### src/rtl/lcd_cmd_sequencer.sv
`default_nettype none
// ============================================================================
// Module      : lcd_cmd_sequencer
// Description : Power-up wait, HD44780 4-bit init list, then 2x16 frame
//               redraws from a 32-byte character buffer.
//               Each word is handed to a downstream nibble writer using a
//               start/ready handshake.
// Revision    : 1.0 - initial release
// ============================================================================
module lcd_cmd_sequencer #(
    parameter int POWERUP_CYCLES = 750000
) (
    input  logic       clock,
    input  logic       reset,
    input  logic       refresh,
    input  logic       char_we,
    input  logic [4:0] char_addr,
    input  logic [7:0] char_data,
    output logic [8:0] cmd_word,
    output logic       cmd_start,
    input  logic       cmd_ready,
    output logic       busy,
    output logic       init_done
);

    localparam logic [2:0]  c_POWERUP   = 3'd0;
    localparam logic [2:0]  c_ISSUE     = 3'd1;
    localparam logic [2:0]  c_WAIT_LOW  = 3'd2;
    localparam logic [2:0]  c_WAIT_HIGH = 3'd3;
    localparam logic [2:0]  c_NEXT      = 3'd4;
    localparam logic [2:0]  c_IDLE      = 3'd5;

    localparam logic [19:0] c_PU_LAST     = 20'(POWERUP_CYCLES - 1);
    localparam logic [2:0]  c_INIT_LAST   = 3'd5;
    localparam logic [5:0]  c_FRAME_LAST  = 6'd33;
    localparam logic [5:0]  c_LINE2_INDEX = 6'd17;

    logic [2:0]  r_state,     w_state_nxt;
    logic [19:0] r_cnt,       w_cnt_nxt;
    logic [2:0]  r_init_idx,  w_init_idx_nxt;
    logic [5:0]  r_frame_idx, w_frame_idx_nxt;
    logic        r_in_frame,  w_in_frame_nxt;
    logic        r_init_done, w_init_done_nxt;
    logic        r_pending,   w_pending_nxt;
    logic [8:0]  r_cmd_word;
    logic        r_cmd_start;
    logic        r_busy;
    logic [7:0]  r_buf [0:31];

    logic [4:0]  w_rd_addr;
    logic [7:0]  w_char;
    logic [8:0]  w_entry;

    // Sequencer state and list position registers
    always_ff @(posedge clock or negedge reset) begin
        if (!reset) begin
            r_state     <= c_POWERUP;
            r_cnt       <= 20'd0;
            r_init_idx  <= 3'd0;
            r_frame_idx <= 6'd0;
            r_in_frame  <= 1'b0;
            r_init_done <= 1'b0;
            r_pending   <= 1'b0;
        end else begin
            r_state     <= w_state_nxt;
            r_cnt       <= w_cnt_nxt;
            r_init_idx  <= w_init_idx_nxt;
            r_frame_idx <= w_frame_idx_nxt;
            r_in_frame  <= w_in_frame_nxt;
            r_init_done <= w_init_done_nxt;
            r_pending   <= w_pending_nxt;
        end
    end

    // Next-state, list advance and refresh bookkeeping
    always_comb begin
        w_state_nxt     = r_state;
        w_cnt_nxt       = r_cnt;
        w_init_idx_nxt  = r_init_idx;
        w_frame_idx_nxt = r_frame_idx;
        w_in_frame_nxt  = r_in_frame;
        w_init_done_nxt = r_init_done;
        // Requests outside IDLE collapse into one pending redraw
        w_pending_nxt   = r_pending | (refresh & (r_state != c_IDLE));
        case (r_state)
            c_POWERUP: begin
                if (r_cnt == c_PU_LAST) begin
                    w_state_nxt    = c_ISSUE;
                    w_cnt_nxt      = 20'd0;
                    w_init_idx_nxt = 3'd0;
                    w_in_frame_nxt = 1'b0;
                end else begin
                    w_cnt_nxt = r_cnt + 20'd1;
                end
            end
            c_ISSUE:     w_state_nxt = c_WAIT_LOW;
            c_WAIT_LOW:  if (!cmd_ready) w_state_nxt = c_WAIT_HIGH;
            c_WAIT_HIGH: if (cmd_ready)  w_state_nxt = c_NEXT;
            c_NEXT: begin
                w_state_nxt = c_ISSUE;
                if (!r_in_frame) begin
                    if (r_init_idx == c_INIT_LAST) begin
                        // Init finished: the first frame draw also serves any early refresh
                        w_init_done_nxt = 1'b1;
                        w_in_frame_nxt  = 1'b1;
                        w_frame_idx_nxt = 6'd0;
                        w_pending_nxt   = 1'b0;
                    end else begin
                        w_init_idx_nxt = r_init_idx + 3'd1;
                    end
                end else if (r_frame_idx == c_FRAME_LAST) begin
                    w_frame_idx_nxt = 6'd0;
                    w_pending_nxt   = 1'b0;
                    if (!(r_pending || refresh)) w_state_nxt = c_IDLE;
                end else begin
                    w_frame_idx_nxt = r_frame_idx + 6'd1;
                end
            end
            c_IDLE: begin
                if (refresh) begin
                    w_state_nxt     = c_ISSUE;
                    w_in_frame_nxt  = 1'b1;
                    w_frame_idx_nxt = 6'd0;
                end
            end
            default: w_state_nxt = c_POWERUP;
        endcase
    end

    // Buffer byte for the entry about to be issued; a write landing on the
    // same edge that enters ISSUE is forwarded so it is shown
    assign w_rd_addr = (w_frame_idx_nxt <= 6'd16) ? 5'(w_frame_idx_nxt - 6'd1)
                                                  : 5'(w_frame_idx_nxt - 6'd2);
    assign w_char    = (char_we && (char_addr == w_rd_addr)) ? char_data : r_buf[w_rd_addr];

    // List entry lookup for the next position
    always_comb begin
        w_entry = 9'h000;
        if (!w_in_frame_nxt) begin
            case (w_init_idx_nxt)
                3'd0:    w_entry = 9'h033;
                3'd1:    w_entry = 9'h032;
                3'd2:    w_entry = 9'h028;
                3'd3:    w_entry = 9'h00C;
                3'd4:    w_entry = 9'h006;
                default: w_entry = 9'h001;
            endcase
        end else if (w_frame_idx_nxt == 6'd0) begin
            w_entry = 9'h080;
        end else if (w_frame_idx_nxt == c_LINE2_INDEX) begin
            w_entry = 9'h0C0;
        end else begin
            w_entry = {1'b1, w_char};
        end
    end

    // Registered outputs, loaded on entry to ISSUE so they are valid in that cycle
    always_ff @(posedge clock or negedge reset) begin
        if (!reset) begin
            r_cmd_word  <= 9'h000;
            r_cmd_start <= 1'b0;
            r_busy      <= 1'b1;
        end else begin
            r_cmd_start <= (w_state_nxt == c_ISSUE);
            r_busy      <= (w_state_nxt != c_IDLE);
            if (w_state_nxt == c_ISSUE) r_cmd_word <= w_entry;
        end
    end

    // Character buffer, writable in every state
    always_ff @(posedge clock or negedge reset) begin
        if (!reset) begin
            for (int i = 0; i < 32; i++) r_buf[i] <= 8'h20;
        end else if (char_we) begin
            r_buf[char_addr] <= char_data;
        end
    end

    assign cmd_word  = r_cmd_word;
    assign cmd_start = r_cmd_start;
    assign busy      = r_busy;
    assign init_done = r_init_done;

endmodule
`default_nettype wire

### config.mk
export PLATFORM = sky130hd
export DESIGN_NAME = lcd_cmd_sequencer
export DESIGN_NICKNAME = d
export VERILOG_FILES = /design/src/rtl/lcd_cmd_sequencer.sv
export SDC_FILE = /design/constraint.sdc
export NUM_CORES = 1
export LEC_CHECK = 0
export BUFFER_PORTS_ARGS = -buffer_cell sky130_fd_sc_hd__buf_4
export CAP_MARGIN = 0
export CORE_ASPECT_RATIO = 0.9
export CORE_MARGIN = 2
export CORE_UTILIZATION = 30
export CTS_CLUSTER_DIAMETER = 100
export CTS_CLUSTER_SIZE = 28
export DETAILED_ROUTE_END_ITERATION = 12
export GPL_TIMING_DRIVEN = 0
export PLACE_DENSITY_LB_ADDON = 0.2
export SYNTH_ARGS = -nofsm -noshare
export SYNTH_HDL_FRONTEND = slang
export SYNTH_SLANG_ARGS = --single-unit
### constraint.sdc
create_clock -name clock -period 5 [get_ports clock]
set_input_delay 1 -clock clock [delete_from_list [all_inputs] [get_ports clock]]
set_output_delay 1 -clock clock [all_outputs]
set_load 0.02 [all_outputs]
## Word level (Yosys, flattened, before mapping)

Index checks and enable logic that the tools add are counted.
Widths: inputs -> output; s select.

| storage, ports and cells | value |
|---|---|
| register bits after elaboration | 302 |
| word-level logic and storage cells | 119 |
| output and inout bits | 12 |

| cells by class | value |
|---|---|
| mux-type cells | 39 |
| equality and inequality tests | 17 |
| add/sub/neg operators | 5 |
| bitwise gates (word level) | 5 |
| reduce and logical (&&, ||, !) cells | 7 |
| order comparisons | 4 |

Operators by type and width:

| kind | count |
|---|---|
| $bwmux 256 | 1 |
| $bmux 8 s5 | 1 |
| $demux 8 s5 | 1 |
| $mux 8 | 4 |
| $mux 3 | 10 |
| $pmux 6 s5 | 1 |
| $mux 9 | 3 |
| $mux 6 | 4 |
| $add 20x1->20 const B | 1 |
| $eq 20x20->1 const B | 1 |
| $mux 20 | 1 |
| $pmux 3 s6 | 1 |
| $eq 3x2->1 const B | 4 |
| $eq 3x3->1 const B | 4 |
| $ge 6x6->1 const B | 2 |
| $not 5->6 | 2 |
| $pmux 6 s2 | 1 |
| $eq 3x1->1 const B | 3 |
| $mux 1 | 8 |
| $add 6x1->6 const B | 1 |
| $eq 6x5->1 const B | 1 |
| $eq 6x6->1 const B | 1 |
| $le 6x5->1 const B | 1 |
| $logic_not 3->1 | 2 |
| other kinds (16) | 18 |

## Depth between registers and ports, before layout

Gate-level depths: netlist of run 1.

| logic depth | value |
|---|---|
| depth in word-level cells | 14 |
| gate-level depth with buffers | 20 |

## Worst setup path after synthesis of run 1

OpenSTA, ideal clock, no wires.

| path | value |
|---|---|
| path kind | in2reg |
| from | in refresh |
| to | reg r_cmd_word[6] (netlist: cmd_word[6]) |
| setup time | 130 ps |
| path slack | 188 ps |
| cell stages on the path | 16 |
| data arrival time | 4682 ps |
| cells stage by stage | nand2b_1 -> nand3_2 -> a2bb2oi_1 -> clkbuf_1 -> clkbuf_1 -> ha_1 -> o211ai_2 -> mux2i_1 -> or4_1 -> and4_1 -> or3b_1 -> or4_1 -> buf_2 -> buf_6 -> o41ai_2 -> a31oi_1 |

| on the way | value |
|---|---|
| word-level cells in the longest chain between the ends | 12 |

Ends and longest elaborated chain:

| item | RTL line | text |
|---|---|---|
| from (decl) | 15 | `input logic refresh,` |
| $mux 6 | 120 | `if (refresh) begin` |
| $pmux 6 s2 | 85 | `case (r_state)` |
| $sub 5x2->5 (tied with other cells) | 133 | `: 5'(w_frame_idx_nxt - 6'd2);` |
| $mux 5 | 132 | `assign w_rd_addr = (w_frame_idx_nxt <= 6'd16) ? 5'(w_frame_idx_nxt - 6'd1)` |
| $not 5->6 (not written as such) | 134 | `assign w_char = (char_we && (char_addr == w_rd_addr)) ? char_data : r_buf[w_rd_addr];` |
| $bmux 8 s5 | 134 |  |
| $mux 8 (not written as such) (2 in series) | 134 |  |
| $mux 8 | 134 |  |
| $mux 9 | 150 | `end else if (w_frame_idx_nxt == c_LINE2_INDEX) begin` |
| $mux 9 | 148 | `end else if (w_frame_idx_nxt == 6'd0) begin` |
| $mux 9 | 139 | `if (!w_in_frame_nxt) begin` |
| to (signal assigned) | 166 | `if (w_state_nxt == c_ISSUE) r_cmd_word <= w_entry;` |
| to (decl) | 45 | `logic [8:0] r_cmd_word;` |

Parallel ways exist; a longest one is shown, timed or not. The select of a mux whose other input is x is not followed.
A chain may end at the register's enable or synchronous reset.

## Worst setup path after layout of run 1

| path | value |
|---|---|
| from | reg r_frame_idx[0] |
| to | reg r_cmd_word[7] (netlist: cmd_word[7]) |

| on the way | value |
|---|---|
| word-level cells in the longest chain between the ends | 14 |

Ends and longest elaborated chain:

| item | RTL line | text |
|---|---|---|
| from (decl) | 41 | `logic [5:0] r_frame_idx, w_frame_idx_nxt;` |
| from (signal assigned) | 68 | `r_frame_idx <= w_frame_idx_nxt;` |
| $add 6x1->6 / $eq 6x6->1 (equally long branches) | 116, 111 |  |
| $mux 6 (*) | 111 | `end else if (r_frame_idx == c_FRAME_LAST) begin` |
| $mux 6 (*) | 101 | `if (!r_in_frame) begin` |
| $pmux 6 s2 (*) | 85 |  |
| net w_frame_idx_nxt[2] | 41 |  |
| $sub 5x2->5 (tied with other cells) | 133 |  |
| $mux 5 | 132 |  |
| $not 5->6 (not written as such) | 134 |  |
| $bmux 8 s5 | 134 |  |
| $mux 8 (not written as such) (2 in series) | 134 |  |
| $mux 8 | 134 |  |
| $mux 9 | 150 |  |
| $mux 9 (*) | 148 |  |
| $mux 9 (*) | 139 |  |

The timed path passes the listed nets; every way through them passes the cells marked *. The select of a mux whose other input is x is not followed.

==> flow_summary.ini, run 1 <==
[setup_path]
cp_top_family = simple AND/OR/NAND/NOR gates
required_ns = 5.42
r2r-end = cmd_word[7]$_DFFE_PN0P_
setup.worst_path.end = cmd_word[7]$_DFFE_PN0P_
cpPeakStageDelay_ns = 0.71
end_kind = flop
cp-startpoint = r_frame_idx[0]$_DFF_PN0_
startpoint_type = flop
cp_slowest_cell = nor2_1
r2r_slack_ns = 0.19
ff2ff_path_depth = 16
r2r_start = r_frame_idx[0]$_DFF_PN0_
worstPathArrival_ns = 5.24
crit_type = reg2reg
cp_cell_sequence = ha_1 -> nand4bb_4 -> o211ai_1 -> o21ba_1 -> nor2_1 -> inv_1 -> ha_1 -> o211ai_1 -> nor4_1 -> o31ai_1 -> nand2_1 -> nor2_1 -> a32oi_1 -> a311oi_1 -> or4_1 -> nand3_1
crit_cells = 16
path_buf_inv = 1
crit_fanout = 8

[timing]
slew_viol_final = 0
slew_headroom = 0.132
hold_viol = 0
whs_ns = 0.492
period_needed_ns = 4.81
setup_viol = 0
tightest_slew_ns = 1.30
setup_tns_ns = 0
fmax_mhz = 208
skew_ns = 0.0206
finalCritPeriodShare = 0.963
fin_ws_ns = 0.186

[status]
status = finished clean

[placed_design]
post-dp-hpwl_mm = 35.8
globalplace.congestion = 0.851
port_buffers = 27
dpl_worst_slack_ns = -1.60

[clock_network]
clock-sinks = 302
tritoncts = yes
numCtsBuffers = 16
clk_pin_slew_worst_paths_ns = 0.11
cts_root_buf = clkbuf_16
cts_htree_levels = 1
worstSkewPairLatency_ns = 0.53
cts_buffer_depth = 3
cts_hold_buf = 0

[synth]
ys.flop_type = dfrtp_1
synthDistinctLibCells = 81
synth_area_leaders = dfrtp_1 (45%), mux2_2 (19%), dfstp_2 (5.7%)
synthArstFlopShare = 1.00
synth_top_cell_by_area = dfrtp_1
syn_area_sq_um = 15100
synth_enable_flop_cells = 0
ys_ff_latch = 302
synth_seq_area_share = 0.503
synth_area_per_cell_sq_um = 11.0
synth_nets = 1400
synth_top_area_frac = 0.445
synth_warnings = 0
netlist_instances = 1373

[global_routing]
grt_max_degree = 111
grt_pass1_vias = 11200
track_usage = 0.192
overflow = 0
grt_pass1_wl_mm = 74.9
antenna_found_initial = 1

[power]
pwr-share-seq = 0.284
fin_total_pwr_mw = 11.6
p_leak_nw = 7.31
comb_power_share = 0.576
p_int_mw = 5.95
powerDensity_nw_per_um2 = 680
clockPowerShare = 0.139
ir_drop_v = 0.000303
switching_share = 0.487
p_switching_mw = 5.64

[die]
die_h_microns = 217
coreArea_sq_um = 50100
dieArea_sq_um = 52200
initial_core_util = 0.302
io_pins = 30
rows = 78
die_x_microns = 241

[final_layout]
drive_gt1_frac = 0.291
nNetsFinal = 1453
fill_cells = 5068
layout_common_cells = dfrtp_1 (269), mux2_2 (254), nand2_1 (202)
final_common_cell = dfrtp_1
syn_to_final_growth_pct = 12.7

[routing]
wl_per_cell_microns = 23.5
drtPass1Iterations = 6
drc = 0
routed_wl_mm = 49.8
num_vias = 11300
ant_nets = 0
first_iter_violations = 968
viasPerCell = 5.32

[job]
max_cap_viol_count = 0

[worst_hold_path]
hold_path.class = reg2reg
power groups by stage:
stage               Sequential (mW)  Combinational (mW)  Clock [mW]
finish                         3.30                6.68        1.62
global route                   3.36                7.12        1.76
CTS                            3.29                6.60        1.67
detailed placement             3.34                6.27           0
global placement               3.33                6.22           0
floorplan                      3.27                3.74           0
worst min-delay path, cell delays in order, from the launching register on:
cell and delay (ns):
dfrtp_1 0.36, nand2_1 0.05, o21ai_0 0.06
metrics by stage:
stage | util | cell area [sq um] | cells
floorplan | - | 15100 | 1373
global placement | 0.323 | 16200 | 2080
detailed placement | 0.325 | 16300 | 2084
CTS | 0.340 | 17000 | 2114
global route | 0.340 | 17000 | 2115
finish | 0.340 | 17000 | 2116
logic make-up after synthesis:
family,count (synthesis),share of synthesized area
adders and majority gates,9,0.00745
buffers and inverters,91,0.0251
xor gates and xnor gates,21,0.0131
DFF,302,0.503
and+or+nand+nor,447,0.136
muxes,302,0.224
AOI/OAI and AO/OA,201,0.0918
routing by layer:
layer | track usage | part of all wire | up-vias
met2 | 0.298 | 0.45 | 257
met1 | 0.289 | 0.49 | 5911
met3 | 0.0240 | 0.049 | 34
met5 | 0 | 0 | -
li1 | - | - | 5050
met4 | 0.0275 | 0.011 | 0
how the worst min path moves through the flow:
stage               slack [ns]  cells past startpoint              startpoint                     end
detailed placement        0.47                      2  r_buf[215]$_DFFE_PN0P_  r_buf[215]$_DFFE_PN0P_
finish                    0.49                      2  r_buf[215]$_DFFE_PN0P_  r_buf[215]$_DFFE_PN0P_
global route              0.51                      2  r_buf[199]$_DFFE_PN0P_  r_buf[199]$_DFFE_PN0P_
global placement          0.46                      2  r_buf[215]$_DFFE_PN0P_  r_buf[215]$_DFFE_PN0P_
floorplan                 0.45                      2  r_buf[175]$_DFFE_PN0P_  r_buf[175]$_DFFE_PN0P_
CTS                       0.50                      2  r_buf[215]$_DFFE_PN0P_  r_buf[215]$_DFFE_PN0P_
flip-flops by register name, indices dropped and copies added, names as in the netlist:
signal	cells
busy	1
cmd_start	1
cmd_word	9
init_done	1
r_buf	256
r_cnt	20
r_frame_idx	6
r_in_frame	1
r_init_idx	3
r_pending	1
r_state	3
cells in the mapped netlist, types with 5 or more instances:
library cell and number:
o21ai_1 10, buf_2 15, a211oi_1 12, mux2i_1 44, nor2_1 81, or3_1 6, buf_1 5, a31oi_1 19
a22oi_1 6, dfrtp_1 269, o211ai_1 10, a32o_1 7, nand3_1 65, nor3_1 18, nand4_1 16, and2_1 8
clkbuf_1 50, ha_1 9, a21oi_1 13, o21ai_0 48, a32oi_1 5, and3_1 14, inv_1 17, o22ai_1 15
mux2_2 254, xor2_1 10, nand2_1 202, dfstp_2 33, xnor2_1 10, nor4_1 5
cell type report:
class	count	area [sq um]	area share
sequential	302	7600	0.446
multi-input combinational	980	7280	0.427
tap	680	851	0.0499
clock buffer	22	444	0.0261
buffer	73	358	0.0210
timing repair buffer	35	343	0.0201
clock inverter	5	93.8	0.00551
inverter	18	67.6	0.00396
antenna	1	2.50	0.000147
timing repair:
action	4_1_cts	5_1_grt
pin swaps	2	3
resized for setup	42	12
buffers inserted	3	1
setup endpoints to repair	8	8
(Power assumes the default switching activity.)
==> inputs of run 2 (changes only) <==
--- a/config.mk
+++ b/config.mk
@@ -14,7 +14,7 @@
 export CTS_CLUSTER_SIZE = 28
 export DETAILED_ROUTE_END_ITERATION = 12
 export GPL_TIMING_DRIVEN = 0
-export PLACE_DENSITY_LB_ADDON = 0.2
+export PLACE_DENSITY = 0.41
 export SYNTH_ARGS = -nofsm -noshare
 export SYNTH_HDL_FRONTEND = slang
 export SYNTH_SLANG_ARGS = --single-unit
==> flow_summary.ini, run 2 (same netlist as run 1, synthesis figures left out) <==
[setup_path]
worstPathArrival_ns = 5.17
crit_type = reg2reg
crit_fanout = 8
end_kind = flop
path_buf_inv = 1
cp_slowest_cell = nor2_2
cp_cell_sequence = ha_1 -> nand4bb_4 -> o211ai_1 -> o21ba_1 -> nor2_1 -> inv_1 -> ha_1 -> o211ai_1 -> nor4_1 -> o31ai_1 -> nand2_1 -> nor2_2 -> nand3_1 -> nand4_1 -> a31oi_1 -> o31a_1
ff2ff_path_depth = 16
crit_cells = 16
cp_top_family = simple AND/OR/NAND/NOR gates
required_ns = 5.44
startpoint_type = flop
cpPeakStageDelay_ns = 0.61

[routing]
num_vias = 11200
wl_per_cell_microns = 24.7
drtPass1Iterations = 5
first_iter_violations = 800
routed_wl_mm = 52.3
viasPerCell = 5.29
ant_nets = 0
drc = 0

[final_layout]
ff_latch_area_sq_um = 7600
top_register = r_buf
fill_cells = 5056
multi_input_area_sq_um = 7340
nNetsFinal = 1453
num_antenna_cells = 0
largest_register_ffs = 256
syn_to_final_growth_pct = 13.3
fin_area_sq_um = 17100
drive_gt1_frac = 0.301
layout_common_cells = dfrtp_1 (268), mux2_2 (254), nand2_1 (201)
final_util = 0.342
final_common_cell = dfrtp_1
layout.cells.non_filler = 2116

[clock_network]
numCtsBuffers = 16
cts_hold_buf = 0
cts_htree_levels = 1
clk_pin_slew_worst_paths_ns = 0.11
clock-sinks = 302
worstSkewPairLatency_ns = 0.54
cts_buffer_depth = 3
tritoncts = yes
cts_root_buf = clkbuf_16

[die]
initial_core_util = 0.302
io_pins = 30
die_x_microns = 241
dieArea_sq_um = 52200
coreArea_sq_um = 50100
die_h_microns = 217
rows = 78

[worst_hold_path]
hold_path.class = in2async

[timing]
hold_viol = 0
fmax_mhz = 211
period_needed_ns = 4.73
tightest_slew_ns = 1.26
whs_ns = 0.356
slew_headroom = 0.160
rsz0062_at_grt = false
finalCritPeriodShare = 0.946
skew_ns = 0.0294
setup_viol = 0
slew_viol_final = 0

[placed_design]
dp.cells = 2085
post_dp_cell_area_sq_um = 16300
globalplace.congestion = 0.845
port_buffers = 27
post-dp-hpwl_mm = 38.3

[power]
fin_total_pwr_mw = 11.8
p_leak_nw = 7.34
ir_drop_v = 0.000305
powerDensity_nw_per_um2 = 691

[status]
status = finished clean

[global_routing]
track_usage = 0.202
grt_pass1_vias = 11200
antenna_found_initial = 1
overflow = 0
grt_pass1_wl_mm = 77.1
grt_max_degree = 89

[job]
max_cap_viol_count = 0
## run 2: cell types whose count changed in the layout (fill, tap and decap cells not counted), sizes merged
cell / previous run / this run
clkbuf: 70 / 71
clkinv: 1 / 3
diode: 1 / 0
buf: 60 / 59
inv: 21 / 20
## run 2: metal layers
layer  GRT usage  share of wire
met5           0              0
met4      0.0395          0.019
met3      0.0277          0.045
met2       0.308           0.44
met1       0.304           0.49
## run 2: cell type report
cell class	instances	share of cell area
tap	680	0.0497
timing repair buffer	35	0.0199
sequential	302	0.444
clock inverter	6	0.00562
multi-input combinational	980	0.429
clock buffer	22	0.0272
inverter	18	0.00394
buffer	73	0.0213
## run 2: final timing paths
| kind | from | end | slack [ns] |
|---|---|---|---|
| max | r_frame_idx[0]$_DFF_PN0_ | cmd_word[4]$_DFFE_PN0P_ | 0.27 |
| min | reset | r_frame_idx[3]$_DFF_PN0_ | 0.36 |
| max reg2reg | r_frame_idx[0]$_DFF_PN0_ | cmd_word[4]$_DFFE_PN0P_ | 0.27 |
| min reg2reg | r_buf[207]$_DFFE_PN0P_ | r_buf[207]$_DFFE_PN0P_ | 0.49 |
| max in group asynchronous | reset | r_buf[140]$_DFFE_PN0P_ | 3.00 |
| min in group clock | r_buf[207]$_DFFE_PN0P_ | r_buf[207]$_DFFE_PN0P_ | 0.49 |
## run 2: what timing repair did
action	CTS	global route
gates resized for setup	47	23
endpoints found under the setup margin	8	8
setup buffers	1	2
pin swaps	1	2
## run 2: metrics by stage
step	setup WS [ns]	setup TNS, ns
floorplan	0.188	0
global placement	-3.63	-36.02
detailed placement	-1.86	-13.37
CTS	-0.00314	-0.00475
global route	0.00845	0
finish	0.270	0
## run 2: where the power goes
group	internal, mW	switching, mW	total [mW]
registers	2.98	0.321	3.30
logic	2.29	4.61	6.89
clock network	0.743	0.903	1.65
==> inputs of run 3 (changes only) <==
==> constraint.sdc (replaced) <==
create_clock -name clock -period 5.35 [get_ports clock]
set_input_delay 1.07 -clock clock [delete_from_list [all_inputs] [get_ports clock]]
set_output_delay 1.07 -clock clock [all_outputs]
set_load 0.02 [all_outputs]
==> flow_summary.ini, run 3 (same netlist as run 1, synthesis figures left out) <==
[routing]
ant_nets = 0
routed_wl_mm = 52.3
drtPass1Iterations = 6
first_iter_violations = 765
viasPerCell = 5.28
drc = 0
wl_per_cell_microns = 24.7
num_vias = 11200

[timing]
hold_viol = 0
finalCritPeriodShare = 0.962
slew_viol_final = 0
setup_tns_ns = 0
tightest_slew_ns = 1.29
rsz0062_at_grt = false
skew_ns = 0.0327
period_needed_ns = 5.15
fmax_mhz = 194
slew_headroom = 0.143
setup_viol = 0
whs_ns = 0.426

[global_routing]
antenna_found_initial = 1
grt_max_degree = 89
track_usage = 0.201
grt_pass1_vias = 11200
grt_pass1_wl_mm = 77.0
overflow = 0

[placed_design]
globalplace.congestion = 0.845
dp.cells = 2085
port_buffers = 27
post-dp-hpwl_mm = 38.3

[setup_path]
cp_cell_sequence = ha_1 -> a211o_1 -> nand3_2 -> a2bb2oi_1 -> clkbuf_2 -> ha_1 -> o211ai_1 -> nor4_1 -> o31ai_1 -> and2_1 -> clkbuf_1 -> nand2_1 -> nor4_1 -> nor4_2 -> o21ai_1
startpoint_type = flop
worstPathArrival_ns = 5.62
cpPeakStageDelay_ns = 0.72
cp_top_family = simple AND/OR/NAND/NOR gates
r2r_start = r_init_idx[0]$_DFF_PN0_
end_kind = flop
path_buf_inv = 2
cp_slowest_cell = clkbuf_1
r2r-end = cmd_word[5]$_DFFE_PN0P_
required_ns = 5.82
crit_fanout = 13
ff2ff_path_depth = 15
r2r_slack_ns = 0.20
crit_type = reg2reg

[final_layout]
drive_gt1_frac = 0.291
multi_input_area_sq_um = 7280
ff_latch_area_sq_um = 7600
top_register = r_buf
layout_common_cells = dfrtp_1 (269), mux2_2 (254), nand2_1 (202)
syn_to_final_growth_pct = 12.7
layout.cells.non_filler = 2114
num_antenna_cells = 0
nNetsFinal = 1451
final_common_cell = dfrtp_1
fill_cells = 5055
largest_register_ffs = 256

[clock_network]
cts_buffer_depth = 3
tritoncts = yes
numCtsBuffers = 16
cts_htree_levels = 1
clk_pin_slew_worst_paths_ns = 0.11
cts_root_buf = clkbuf_16
clock-sinks = 302
worstSkewPairLatency_ns = 0.54
cts_hold_buf = 0

[die]
initial_core_util = 0.302
rows = 78
io_pins = 30
coreArea_sq_um = 50100
dieArea_sq_um = 52200
die_x_microns = 241
die_h_microns = 217

[status]
status = finished clean

[power]
ir_drop_v = 0.000276
p_leak_nw = 7.31
powerDensity_nw_per_um2 = 644

[job]
max_cap_viol_count = 0

[worst_hold_path]
hold_path.class = in2async
==> run 3: changes by cell type in the layout (fill, tap and decap cells not counted), moves of 2 or more <==
cell	before	now
a31oi_2	2	0
a31oi_1	17	19
buf_6	6	3
buf_4	33	31
nor2_1	74	76
clkbuf_1	42	44
==> run 3: area by class of cell <==
cell class,count,area share
sequential,302,0.446
clock inverter,6,0.00566
clock buffer,22,0.0273
timing repair buffer,33,0.0192
inverter,18,0.00397
tap,680,0.0499
buffer,73,0.0203
multi-input combinational,980,0.428
==> run 3: worst max path at each step <==
stage,from,cells past startpoint,endpoint
floorplan,refresh,16,cmd_word[6]$_DFFE_PN0P_
global placement,refresh,14,cmd_word[0]$_DFFE_PN0P_
detailed placement,refresh,16,cmd_word[5]$_DFFE_PN0P_
CTS,r_frame_idx[0]$_DFF_PN0_,18,cmd_word[5]$_DFFE_PN0P_
global route,r_init_idx[0]$_DFF_PN0_,15,cmd_word[5]$_DFFE_PN0P_
finish,r_init_idx[0]$_DFF_PN0_,15,cmd_word[5]$_DFFE_PN0P_
==> run 3: per-stage QoR <==
stage | instance area [sq um] | power, mW | utilization | setup WS, ns
floorplan | 15100 | 6.55 | - | 0.468
global placement | 16200 | 9.10 | 0.323 | -3.35
detailed placement | 16300 | 9.18 | 0.326 | -1.58
CTS | 17000 | 10.9 | 0.339 | 0.0117
global route | 17000 | 11.6 | 0.340 | 0.0680
finish | 17000 | 11.0 | 0.340 | 0.201
==> run 3: where the power goes <==
group | internal [mW] | leakage [nW] | total (mW) | switching (mW)
Combinational | 2.07 | 3.25 | 6.35 | 4.27
Sequential | 2.78 | 3.79 | 3.08 | 0.301
Clock | 0.694 | 0.273 | 1.55 | 0.853
Total | 5.55 | 7.31 | 11.0 | 5.43
==> run 3: what timing repair did <==
item                       CTS  global route
setup buffers                1             0
resized for setup           28            23
setup endpoints to repair    8             8
pin swaps                    1             0
==> run 3: metal layers <==
layer / vias to the layer above / part of all wire / global-route usage / wire (microns)
li1: 5050 / - / - / -
met1: 5830 / 0.50 / 0.303 / 26000
met2: 222 / 0.44 / 0.308 / 23100
met3: 50 / 0.042 / 0.0288 / 2180
met4: 0 / 0.019 / 0.0395 / 1010
met5: - / 0 / 0 / 0
